## config.mk

```make
export PLATFORM = sky130hd
export DESIGN_NAME = inst_fetch_ctrl_flat
export DESIGN_NICKNAME = d
export VERILOG_FILES = /design/src/rtl/inst_fetch_ctrl_pkg.sv /design/src/rtl/inst_fetch_ctrl_if.sv /design/src/rtl/inst_fetch_ctrl_pc_redirect.sv /design/src/rtl/inst_fetch_ctrl.sv /design/src/flat_wrapper.sv
export SDC_FILE = /design/constraint.sdc
export NUM_CORES = 1
export LEC_CHECK = 0
export ABC_AREA = 1
export CORE_ASPECT_RATIO = 1.5
export CORE_MARGIN = 2
export CORE_UTILIZATION = 49
export CTS_BUF_LIST = sky130_fd_sc_hd__clkbuf_8
export CTS_CLUSTER_SIZE = 12
export DETAILED_ROUTE_END_ITERATION = 16
export PLACE_DENSITY_LB_ADDON = 0.05
export SKIP_CTS_REPAIR_TIMING = 1
export SYNTH_ARGS = -nofsm -noshare
export SYNTH_HDL_FRONTEND = slang
export SYNTH_SLANG_ARGS = --single-unit
```

## constraint.sdc

```tcl
create_clock -name cpu_clk_50M -period 1.9 [get_ports cpu_clk_50M]
set_clock_uncertainty 0.2 [all_clocks]
set_input_delay 0.38 -clock cpu_clk_50M [delete_from_list [all_inputs] [get_ports cpu_clk_50M]]
set_output_delay 0.38 -clock cpu_clk_50M [all_outputs]
set_load 0.02 [all_outputs]
```

## src/rtl/inst_fetch_ctrl_pkg.sv

```systemverilog
// -----------------------------------------------------------------------------
// inst_fetch_ctrl_pkg
// Shared constants and types for the instruction-fetch front end:
//   - reset PC, zero word, exception codes, stall/flush levels
//   - fetch FSM state encoding (if_state_e)
//   - pc_aligned(): word-alignment test on a fetch address
// -----------------------------------------------------------------------------
package inst_fetch_ctrl_pkg;

    localparam int INST_ADDR_W = 32;
    localparam int EXC_CODE_W  = 5;

    localparam logic [INST_ADDR_W-1:0] PC_INIT   = 32'hBFC0_0000;
    localparam logic [31:0]            ZERO_WORD = 32'h0000_0000;

    localparam logic [EXC_CODE_W-1:0]  EXC_NONE  = 5'h10;
    localparam logic [EXC_CODE_W-1:0]  EXC_ADEL  = 5'h04;

    localparam logic STOP   = 1'b1;
    localparam logic NOSTOP = 1'b0;
    localparam logic FLUSH  = 1'b1;

    typedef enum logic [2:0] {
        IF_IDLE   = 3'd0,
        IF_WADDR  = 3'd1,
        IF_WDATA  = 3'd2,
        IF_HOLD   = 3'd3,
        IF_CANCEL = 3'd4
    } if_state_e;

    // A fetch address is legal only when it is word aligned.
    function automatic logic pc_aligned(input logic [INST_ADDR_W-1:0] pc);
        return (pc[1:0] == 2'b00);
    endfunction

endpackage

```

## src/rtl/inst_fetch_ctrl_if.sv

```systemverilog
// -----------------------------------------------------------------------------
// inst_fetch_ctrl_if
// SRAM-like instruction-side port between the fetch controller and the bridge.
//   inst_req      : fetch request (master -> slave)
//   inst_addr     : fetch address (master -> slave)
//   inst_addr_ok  : address accepted (slave -> master)
//   inst_data_ok  : read data valid (slave -> master)
//   inst_rdata    : instruction word (slave -> master)
// -----------------------------------------------------------------------------
interface inst_fetch_ctrl_if;
    import inst_fetch_ctrl_pkg::*;

    logic                   inst_req;
    logic [INST_ADDR_W-1:0] inst_addr;
    logic                   inst_addr_ok;
    logic                   inst_data_ok;
    logic [31:0]            inst_rdata;

    modport master (
        output inst_req,
        output inst_addr,
        input  inst_addr_ok,
        input  inst_data_ok,
        input  inst_rdata
    );

    modport slave (
        input  inst_req,
        input  inst_addr,
        output inst_addr_ok,
        output inst_data_ok,
        output inst_rdata
    );

endinterface

```

## src/rtl/inst_fetch_ctrl_pc_redirect.sv

```systemverilog
// -----------------------------------------------------------------------------
// inst_fetch_ctrl_pc_redirect
// Holds the fetch PC and a pending branch redirect.
//   clk, rst_n     : clock, asynchronous active-low reset
//   flush/flush_pc : exception redirect, highest priority
//   branch_flag/branch_target : taken branch seen in ID (delay slot in flight)
//   consume        : the held instruction is taken by IF/ID this cycle
//   pc             : current fetch PC (registered)
//   pc_nxt         : value pc takes at the next edge
// -----------------------------------------------------------------------------
module inst_fetch_ctrl_pc_redirect
    import inst_fetch_ctrl_pkg::*;
(
    input  logic                   clk,
    input  logic                   rst_n,
    input  logic                   flush,
    input  logic [INST_ADDR_W-1:0] flush_pc,
    input  logic                   branch_flag,
    input  logic [INST_ADDR_W-1:0] branch_target,
    input  logic                   consume,
    output logic [INST_ADDR_W-1:0] pc,
    output logic [INST_ADDR_W-1:0] pc_nxt
);

    logic [INST_ADDR_W-1:0] pc_r;
    logic [INST_ADDR_W-1:0] redirect_pc_r;
    logic                   redirect_pending_r;
    logic [INST_ADDR_W-1:0] redirect_pc_nxt_s;
    logic                   redirect_pending_nxt_s;

    // Next-PC priority: flush, then consume (fresh branch, pending redirect, +4).
    always_comb begin
        pc_nxt                 = pc_r;
        redirect_pc_nxt_s      = redirect_pc_r;
        redirect_pending_nxt_s = redirect_pending_r;
        if (flush == FLUSH) begin
            pc_nxt                 = flush_pc;
            redirect_pending_nxt_s = 1'b0;
        end else if (consume) begin
            // A branch resolved in the same cycle the delay slot leaves HOLD
            // must steer this very update.
            if (branch_flag) begin
                pc_nxt = branch_target;
            end else if (redirect_pending_r) begin
                pc_nxt = redirect_pc_r;
            end else begin
                pc_nxt = pc_r + 32'd4;
            end
            redirect_pending_nxt_s = 1'b0;
        end else if (branch_flag) begin
            redirect_pc_nxt_s      = branch_target;
            redirect_pending_nxt_s = 1'b1;
        end else begin
            redirect_pending_nxt_s = redirect_pending_r;
        end
    end

    // PC and redirect registers.
    always_ff @(posedge clk or negedge rst_n) begin
        if (!rst_n) begin
            pc_r               <= PC_INIT;
            redirect_pc_r      <= ZERO_WORD;
            redirect_pending_r <= 1'b0;
        end else begin
            pc_r               <= pc_nxt;
            redirect_pc_r      <= redirect_pc_nxt_s;
            redirect_pending_r <= redirect_pending_nxt_s;
        end
    end

    assign pc = pc_r;

endmodule

```

## src/rtl/inst_fetch_ctrl.sv

```systemverilog
// -----------------------------------------------------------------------------
// inst_fetch_ctrl
// Instruction-fetch front end: sequences the PC, issues SRAM-like fetches and
// presents the fetched word to the IF/ID register.
//   cpu_clk_50M, cpu_rst_n : clock, asynchronous active-low reset
//   stall        : pipeline stall vector, bit 1 is the IF/ID stall
//   flush, flush_pc        : exception flush and handler address
//   branch_flag, branch_target : taken branch/jump from ID
//   bus          : instruction-side SRAM-like port (master)
//   if_pc, if_inst, if_exccode : presented instruction (registered)
//   stallreq_if  : fetch not ready
// -----------------------------------------------------------------------------
module inst_fetch_ctrl
    import inst_fetch_ctrl_pkg::*;
#(
    parameter int STALL_W = 6
) (
    input  logic                   cpu_clk_50M,
    input  logic                   cpu_rst_n,
    input  logic [STALL_W-1:0]     stall,
    input  logic                   flush,
    input  logic [INST_ADDR_W-1:0] flush_pc,
    input  logic                   branch_flag,
    input  logic [INST_ADDR_W-1:0] branch_target,
    inst_fetch_ctrl_if.master      bus,
    output logic [INST_ADDR_W-1:0] if_pc,
    output logic [31:0]            if_inst,
    output logic [EXC_CODE_W-1:0]  if_exccode,
    output logic                   stallreq_if
);

    if_state_e              state_r, state_nxt_s;
    logic                   cancel_owed_r, cancel_owed_nxt_s;
    logic                   consume_s;
    logic                   inst_req_r;
    logic                   stallreq_r, stallreq_nxt_s;
    logic [INST_ADDR_W-1:0] if_pc_r, if_pc_nxt_s;
    logic [31:0]            if_inst_r, if_inst_nxt_s;
    logic [EXC_CODE_W-1:0]  if_exc_r, if_exc_nxt_s;
    logic [INST_ADDR_W-1:0] pc_s, pc_nxt_s;
    logic                   unused_stall_s;

    assign unused_stall_s = ^{stall[STALL_W-1:2], stall[0]};

    inst_fetch_ctrl_pc_redirect u_pc_redirect (
        .clk           (cpu_clk_50M),
        .rst_n         (cpu_rst_n),
        .flush         (flush),
        .flush_pc      (flush_pc),
        .branch_flag   (branch_flag),
        .branch_target (branch_target),
        .consume       (consume_s),
        .pc            (pc_s),
        .pc_nxt        (pc_nxt_s)
    );

    // Fetch FSM next state and captured-instruction update.
    always_comb begin
        state_nxt_s       = state_r;
        cancel_owed_nxt_s = cancel_owed_r;
        consume_s         = 1'b0;
        if_pc_nxt_s       = if_pc_r;
        if_inst_nxt_s     = if_inst_r;
        if_exc_nxt_s      = if_exc_r;
        if (flush == FLUSH) begin
            if_inst_nxt_s = ZERO_WORD;
            if_exc_nxt_s  = EXC_NONE;
            case (state_r)
                // The request cannot be withdrawn; remember to drop its data.
                IF_WADDR: begin
                    if (bus.inst_addr_ok) begin
                        state_nxt_s       = IF_CANCEL;
                        cancel_owed_nxt_s = 1'b0;
                    end else begin
                        state_nxt_s       = IF_WADDR;
                        cancel_owed_nxt_s = 1'b1;
                    end
                end
                IF_WDATA, IF_CANCEL: begin
                    state_nxt_s = bus.inst_data_ok ? IF_IDLE : IF_CANCEL;
                end
                default: begin
                    state_nxt_s = IF_IDLE;
                end
            endcase
        end else begin
            case (state_r)
                IF_IDLE: begin
                    if (pc_aligned(pc_s)) begin
                        state_nxt_s = IF_WADDR;
                    end else begin
                        if_pc_nxt_s   = pc_s;
                        if_inst_nxt_s = ZERO_WORD;
                        if_exc_nxt_s  = EXC_ADEL;
                        state_nxt_s   = IF_HOLD;
                    end
                end
                IF_WADDR: begin
                    if (bus.inst_addr_ok) begin
                        state_nxt_s       = cancel_owed_r ? IF_CANCEL : IF_WDATA;
                        cancel_owed_nxt_s = 1'b0;
                    end else begin
                        state_nxt_s = IF_WADDR;
                    end
                end
                IF_WDATA: begin
                    if (bus.inst_data_ok) begin
                        if_pc_nxt_s   = pc_s;
                        if_inst_nxt_s = bus.inst_rdata;
                        if_exc_nxt_s  = EXC_NONE;
                        state_nxt_s   = IF_HOLD;
                    end else begin
                        state_nxt_s = IF_WDATA;
                    end
                end
                IF_HOLD: begin
                    if (stall[1] == NOSTOP) begin
                        consume_s   = 1'b1;
                        state_nxt_s = IF_IDLE;
                    end else begin
                        state_nxt_s = IF_HOLD;
                    end
                end
                IF_CANCEL: begin
                    if (bus.inst_data_ok) begin
                        state_nxt_s = IF_IDLE;
                    end else begin
                        state_nxt_s = IF_CANCEL;
                    end
                end
                default: begin
                    state_nxt_s       = IF_IDLE;
                    cancel_owed_nxt_s = 1'b0;
                end
            endcase
        end
    end

    // Stall request for the state being entered, so it can be registered.
    always_comb begin
        case (state_nxt_s)
            IF_IDLE:  stallreq_nxt_s = pc_aligned(pc_nxt_s);
            IF_HOLD:  stallreq_nxt_s = 1'b0;
            default:  stallreq_nxt_s = 1'b1;
        endcase
    end

    // FSM state and registered outputs.
    always_ff @(posedge cpu_clk_50M or negedge cpu_rst_n) begin
        if (!cpu_rst_n) begin
            state_r       <= IF_IDLE;
            cancel_owed_r <= 1'b0;
            inst_req_r    <= 1'b0;
            stallreq_r    <= 1'b1;
            if_pc_r       <= PC_INIT;
            if_inst_r     <= ZERO_WORD;
            if_exc_r      <= EXC_NONE;
        end else begin
            state_r       <= state_nxt_s;
            cancel_owed_r <= cancel_owed_nxt_s;
            inst_req_r    <= (state_nxt_s == IF_WADDR);
            stallreq_r    <= stallreq_nxt_s;
            if_pc_r       <= if_pc_nxt_s;
            if_inst_r     <= if_inst_nxt_s;
            if_exc_r      <= if_exc_nxt_s;
        end
    end

    assign bus.inst_req  = inst_req_r;
    assign bus.inst_addr = pc_s;
    assign if_pc         = if_pc_r;
    assign if_inst       = if_inst_r;
    assign if_exccode    = if_exc_r;
    assign stallreq_if   = stallreq_r;

endmodule

```

## src/flat_wrapper.sv

```systemverilog
// flat-port wrapper written by rule: the top's interface ports become plain ports
module inst_fetch_ctrl_flat import inst_fetch_ctrl_pkg::*;
#(
    parameter int STALL_W = 6
)
  (cpu_clk_50M, cpu_rst_n, stall, flush, flush_pc, branch_flag, branch_target, if_pc, if_inst, if_exccode, stallreq_if, bus_inst_req, bus_inst_addr, bus_inst_addr_ok, bus_inst_data_ok, bus_inst_rdata);
  inst_fetch_ctrl_if bus_i ();
  input  logic cpu_clk_50M;
  input  logic cpu_rst_n;
  input  logic [STALL_W-1:0] stall;
  input  logic flush;
  input  logic [INST_ADDR_W-1:0] flush_pc;
  input  logic branch_flag;
  input  logic [INST_ADDR_W-1:0] branch_target;
  output logic [INST_ADDR_W-1:0] if_pc;
  output logic [31:0] if_inst;
  output logic [EXC_CODE_W-1:0] if_exccode;
  output logic stallreq_if;
  output wire logic [$bits(bus_i.inst_req)-1:0] bus_inst_req;
  output wire logic [$bits(bus_i.inst_addr)-1:0] bus_inst_addr;
  input wire logic [$bits(bus_i.inst_addr_ok)-1:0] bus_inst_addr_ok;
  input wire logic [$bits(bus_i.inst_data_ok)-1:0] bus_inst_data_ok;
  input wire logic [$bits(bus_i.inst_rdata)-1:0] bus_inst_rdata;
  assign bus_inst_req = bus_i.inst_req;
  assign bus_inst_addr = bus_i.inst_addr;
  assign bus_i.inst_addr_ok = bus_inst_addr_ok;
  assign bus_i.inst_data_ok = bus_inst_data_ok;
  assign bus_i.inst_rdata = bus_inst_rdata;
  inst_fetch_ctrl #(.STALL_W(STALL_W)) u_core (.cpu_clk_50M(cpu_clk_50M), .cpu_rst_n(cpu_rst_n), .stall(stall), .flush(flush), .flush_pc(flush_pc), .branch_flag(branch_flag), .branch_target(branch_target), .bus(bus_i), .if_pc(if_pc), .if_inst(if_inst), .if_exccode(if_exccode), .stallreq_if(stallreq_if));
endmodule
```

# Word-level counts from Yosys, hierarchy flattened
# Index checks and enable logic that the tools add are counted.
[op_classes] n_eq_ne=13 add_sub_neg=1 n_bitwise=2 reduce_logical=14 n_mux=37
[ops] op="$mux W32" count=9
[ops] op="$pmux W32 S2" count=2
[ops] op="$add A32 B3 Y32 const B" count=1
[ops] op="$mux W3" count=5
[ops] op="$mux W5" count=3
[ops] op="$pmux W3 S5" count=1
[ops] op="$mux W1" count=11
[ops] op="$pmux W5 S2" count=1
[ops] op="$eq A3 B2 Y1 const B" count=3
[ops] op="$ne A3 B3 Y1 const B" count=3
[ops] op="$reduce_and A3 Y1" count=3
[ops] op="$eq A3 B1 Y1 const B" count=2
[ops] op="$logic_not A3 Y1" count=2
[ops] op="$pmux W3 S2" count=1
[ops] op="$reduce_bool A3 Y1" count=2
[ops] op="$logic_not A2 Y1" count=2
[ops] op="$mux W2" count=2
[ops] op="$ne A2 B1 Y1 const B" count=2
[ops] op="$ne A2 B2 Y1 const B" count=2
[ops] op="$pmux W1 S2" count=2
[ops] op="$reduce_and A4 Y1" count=1
[ops] op="$reduce_bool A2 Y1" count=2
[ops] op="$reduce_or A4 Y1" count=1
[ops] op="$eq A3 B3 Y1 const B" count=1
[ops] op="other kinds (2)" count=3
[totals] output_inout_bits=103 regBits=140

# Longest topological paths before layout
[logic_depth] ltp_word=7 ltp_mapped=11 depth_no_buf=11

# By module
# Synthesis repeated with hierarchy kept, for this count alone.
[hier_totals] hier_cells=947 hier_area_um2=7159.4
[by_module_without_submodules] module="inst_fetch_ctrl_pc_redirect" cells_each=603 n_inst=1 area_each_um2=4070.2
[by_module_without_submodules] module="inst_fetch_ctrl" cells_each=344 n_inst=1 area_each_um2=3089.2

# Worst setup path after synthesis
# No wires, ideal clock.
[synth_path] path_type="register -> register" start="register u_core.u_pc_redirect.pc_r[3], in the netlist u_core.u_pc_redirect.pc[3]" end="register u_core.u_pc_redirect.pc_r[18], in the netlist u_core.u_pc_redirect.pc[18]" arrival_time_ps=1541 setup_slack_ps=34 synth_period_minus_slack_ps=1866 stages_incl_launch_ff=11 path_cell_list="dfrtp_1 -> ha_1 -> nand2_1 -> nor2_2 -> nand2_1 -> nor2_2 -> nand2_1 -> nand3_1 -> nand2_1 -> nand2_1 -> nand3_1"
[synth_via] elab_chain_len=5
[synth_rtl] element="start: declaration" line="inst_fetch_ctrl_pc_redirect.sv:25" rtl="logic [INST_ADDR_W-1:0] pc_r;"
[synth_rtl] element="start signal: assignment" line="inst_fetch_ctrl_pc_redirect.sv:65" rtl="pc_r <= pc_nxt;"
[synth_rtl] element="$add A32 B3 Y32" line="inst_fetch_ctrl_pc_redirect.sv:47" rtl="pc_nxt = pc_r + 32'd4;"
[synth_rtl] element="$mux W32" line="inst_fetch_ctrl_pc_redirect.sv:44" rtl="end else if (redirect_pending_r) begin"
[synth_rtl] element="$mux W32" line="inst_fetch_ctrl_pc_redirect.sv:42" rtl="if (branch_flag) begin"
[synth_rtl] element="$mux W32" line="inst_fetch_ctrl_pc_redirect.sv:39" rtl="end else if (consume) begin"
[synth_rtl] element="$mux W32" line="inst_fetch_ctrl_pc_redirect.sv:36" rtl="if (flush == FLUSH) begin"
# Every way passes these cells. The select of a mux whose other input is x is not followed.
# A chain may end at the register's enable or synchronous reset.

# Final worst setup path
[layout_path] start="register u_core.u_pc_redirect.pc_r[2], in the netlist u_core.u_pc_redirect.pc[2]" end="output bus_inst_addr[2]"
[layout_lines] element="end: declaration" line="flat_wrapper.sv:20" rtl="output wire logic [$bits(bus_i.inst_addr)-1:0] bus_inst_addr;"
# No word-level cell between the ends.

==> impl_metrics.json <==
{
  "place_area_um2": 9690,
  "synth.distinct_cells": 32,
  "synthesis.area_um2": 7040,
  "timing.critical_path.required_ps": 1320,
  "cts_tree": "yes",
  "reg2reg_from": "u_core.u_pc_redirect.pc[8]",
  "p_per_area_nw_per_um2": 1030,
  "ctsRootBufferMaster": "clkbuf_8",
  "maxCapViolCount": 0,
  "wl_met1_mm": 8.51,
  "grt_pass1_vias": 6892,
  "core_area_um2": 14100,
  "ff2ff_path_depth": 10,
  "hpwl_mm": 15.8,
  "finalCritPeriodShare": 0.991,
  "start_util": 0.500,
  "final_area_um2": 10400,
  "cp_max_fo": 2,
  "die_h_um": 151,
  "gp_congestion": 0.928,
  "grt_overflow": 0,
  "dr.pass1.iters": 5,
  "post_drt_wl_per_cell_um": 15.7,
  "antenna_found_initial": 0,
  "clock_sinks": 137,
  "finalSetupTns_ps": 0,
  "wl_mm": 21.8,
  "fmax_ghz": 0.531,
  "design_power_total_mw": 10.8,
  "holdWs_ps": 174,
  "syn_avg_cell_area_um2": 7.51,
  "worstPathArrival_ps": 1300,
  "first_iter_violations": 381,
  "netlist_instances": 937,
  "rsz0062_at_grt": "true",
  "dp.cells": 1352,
  "drc": 0,
  "htreeDepth": 4,
  "async_reset_ff_frac": 1.00,
  "via_count": 7157,
  "fin_crit_ps": 1880,
  "clk_latency_ps": 460,
  "grt_usage": 0.281,
  "synth_edf_count": 0,
  "synth_ff_type": "dfrtp_1",
  "ys_ff_latch": 137,
  "grt_pass1_wl_mm": 33.3,
  "setup_viol": 0,
  "wl_met3_mm": 1.20,
  "min_path_type": "input port to asynchronous set/reset pin",
  "fin_ws_ps": 17.1,
  "end_kind": "primary output",
  "seq_area_frac_synth": 0.491,
  "n_antenna_cell": 0,
  "wl_met2_mm": 11.5,
  "status": "finished clean",
  "start_kind": "flop",
  "cts_buffers": 17,
  "crit_type": "flop to primary output",
  "fin_util": 0.743,
  "die_area_um2": 15400,
  "stdcell_count": 1387,
  "cts_buffer_depth": 2,
  "leakage_nw": 6.09,
  "rows": 53,
  "place_ws_ps": -189,
  "ys_warn_count": 0,
  "r2r_slack_ps": 50,
  "clkTransAtPathRegs_ps": 90,
  "drive_above_1_share": 0.139,
  "area_growth_syn_to_layout_pct": 48.5,
  "hold_viol": 0,
  "numPortBuffers": 202,
  "grt_max_degree": 45,
  "viasPerCell": 5.16,
  "r2r-end": "u_core.u_pc_redirect.pc[17]",
  "vdd_drop_max_v": 0.000605,
  "die_w_um": 102,
  "antenna_left": 0,
  "maxSlewViolCount": 0,
  "finalNetCount": 1291,
  "routed.top_layer": "met4",
  "pin_count": 211
}
## flip-flops by register name (all words and copies together) (netlist names)
register,count
u_core.state_r,3
u_core.u_pc_redirect.redirect_pending_r,1
u_core.if_pc,32
u_core.bus.inst_req,1
u_core.if_inst,32
u_core.stallreq_if,1
u_core.u_pc_redirect.pc,32
u_core.if_exccode,2
u_core.u_pc_redirect.redirect_pc_r,32
u_core.cancel_owed_r,1
## worst max-delay path by stage
stage                               startpoint                     endpoint  slack (ps)  cells past startpoint
floorplan           u_core.u_pc_redirect.pc[3]  u_core.u_pc_redirect.pc[18]          30                     10
global placement                      stall[1]  u_core.u_pc_redirect.pc[11]        -180                      7
detailed placement                    stall[1]  u_core.u_pc_redirect.pc[11]        -190                      7
CTS                 u_core.u_pc_redirect.pc[2]             bus_inst_addr[2]        -360                      3
global route        u_core.u_pc_redirect.pc[8]  u_core.u_pc_redirect.pc[21]         -70                     10
finish              u_core.u_pc_redirect.pc[2]             bus_inst_addr[2]          20                      3
## metal layers
| layer | up-vias | track usage |
|---|---|---|
| li1 | 3497 | - |
| met1 | 3361 | 0.330 |
| met2 | 249 | 0.500 |
| met3 | 50 | 0.0432 |
| met4 | 0 | 0.123 |
| met5 | - | 0 |
## cell type report
class,instances,area (µm²)
fill,1137,3610
tap,192,240
sequential,137,3460
clock inverter,14,105
timing repair buffer,272,2900
clock buffer,18,248
inverter,109,409
multi-input combinational,645,3080
## power by group
part	internal [mW]	total, mW	leakage, nW	switching [mW]
clock network	0.941	2.16	0.178	1.22
registers	3.72	4.20	1.70	0.481
logic	1.89	4.40	4.21	2.51
total	6.55	10.8	6.09	4.21
## layout by cell type, fill, tap and decap left out, drive strengths merged, types with 2 or more instances in the layout
cell and instances:
xor2 5, inv 111, clkbuf 20, o211ai 10, and2 2, buf 71
o21ai 130, clkdlybuf4s50 100, clkinv 9, mux2 7, a21oi 57, dfstp 20
nand4 5, conb 3, clkinvlp 3, dlymetal6s2s 98, nor2 44, dfrtp 117
nor3 2, nand3 86, nand2 289
## cells in the mapped netlist (2+ instances only)
cell	count	share of area
nand2_1	286	0.15
o21ai_0	130	0.092
dfrtp_1	117	0.42
inv_1	106	0.057
nand3_1	86	0.061
a21oi_1	57	0.041
nor2_1	39	0.021
clkbuf_1	28	0.015
dfstp_2	20	0.075
buf_2	12	0.0085
o211ai_1	10	0.011
buf_4	6	0.0064
mux2_2	5	0.0080
nand4_1	5	0.0044
xor2_1	5	0.0062
nor2_2	4	0.0036
and2_1	2	0.0018
buf_1	2	0.0011
clkinv_1	2	0.0011
mux2_4	2	0.0043
nand2_2	2	0.0018
## critical path, cell delays in order, from the launching register on
cell,delay [ps]
dfrtp_1,420
buf_4,150
buf_4,130
clkbuf_2,150
## logic make-up after synthesis
kind of cell	Yosys count	synth area share
flops	137	0.491
simple gates	429	0.252
buf+inv	157	0.0891
compound gates	199	0.146
xor+xnor	6	0.00747
other cells	1	0.000533
mux	7	0.0123
fa+ha+maj	1	0.00178
No activity file was read; power rests on OpenSTA's default activity.
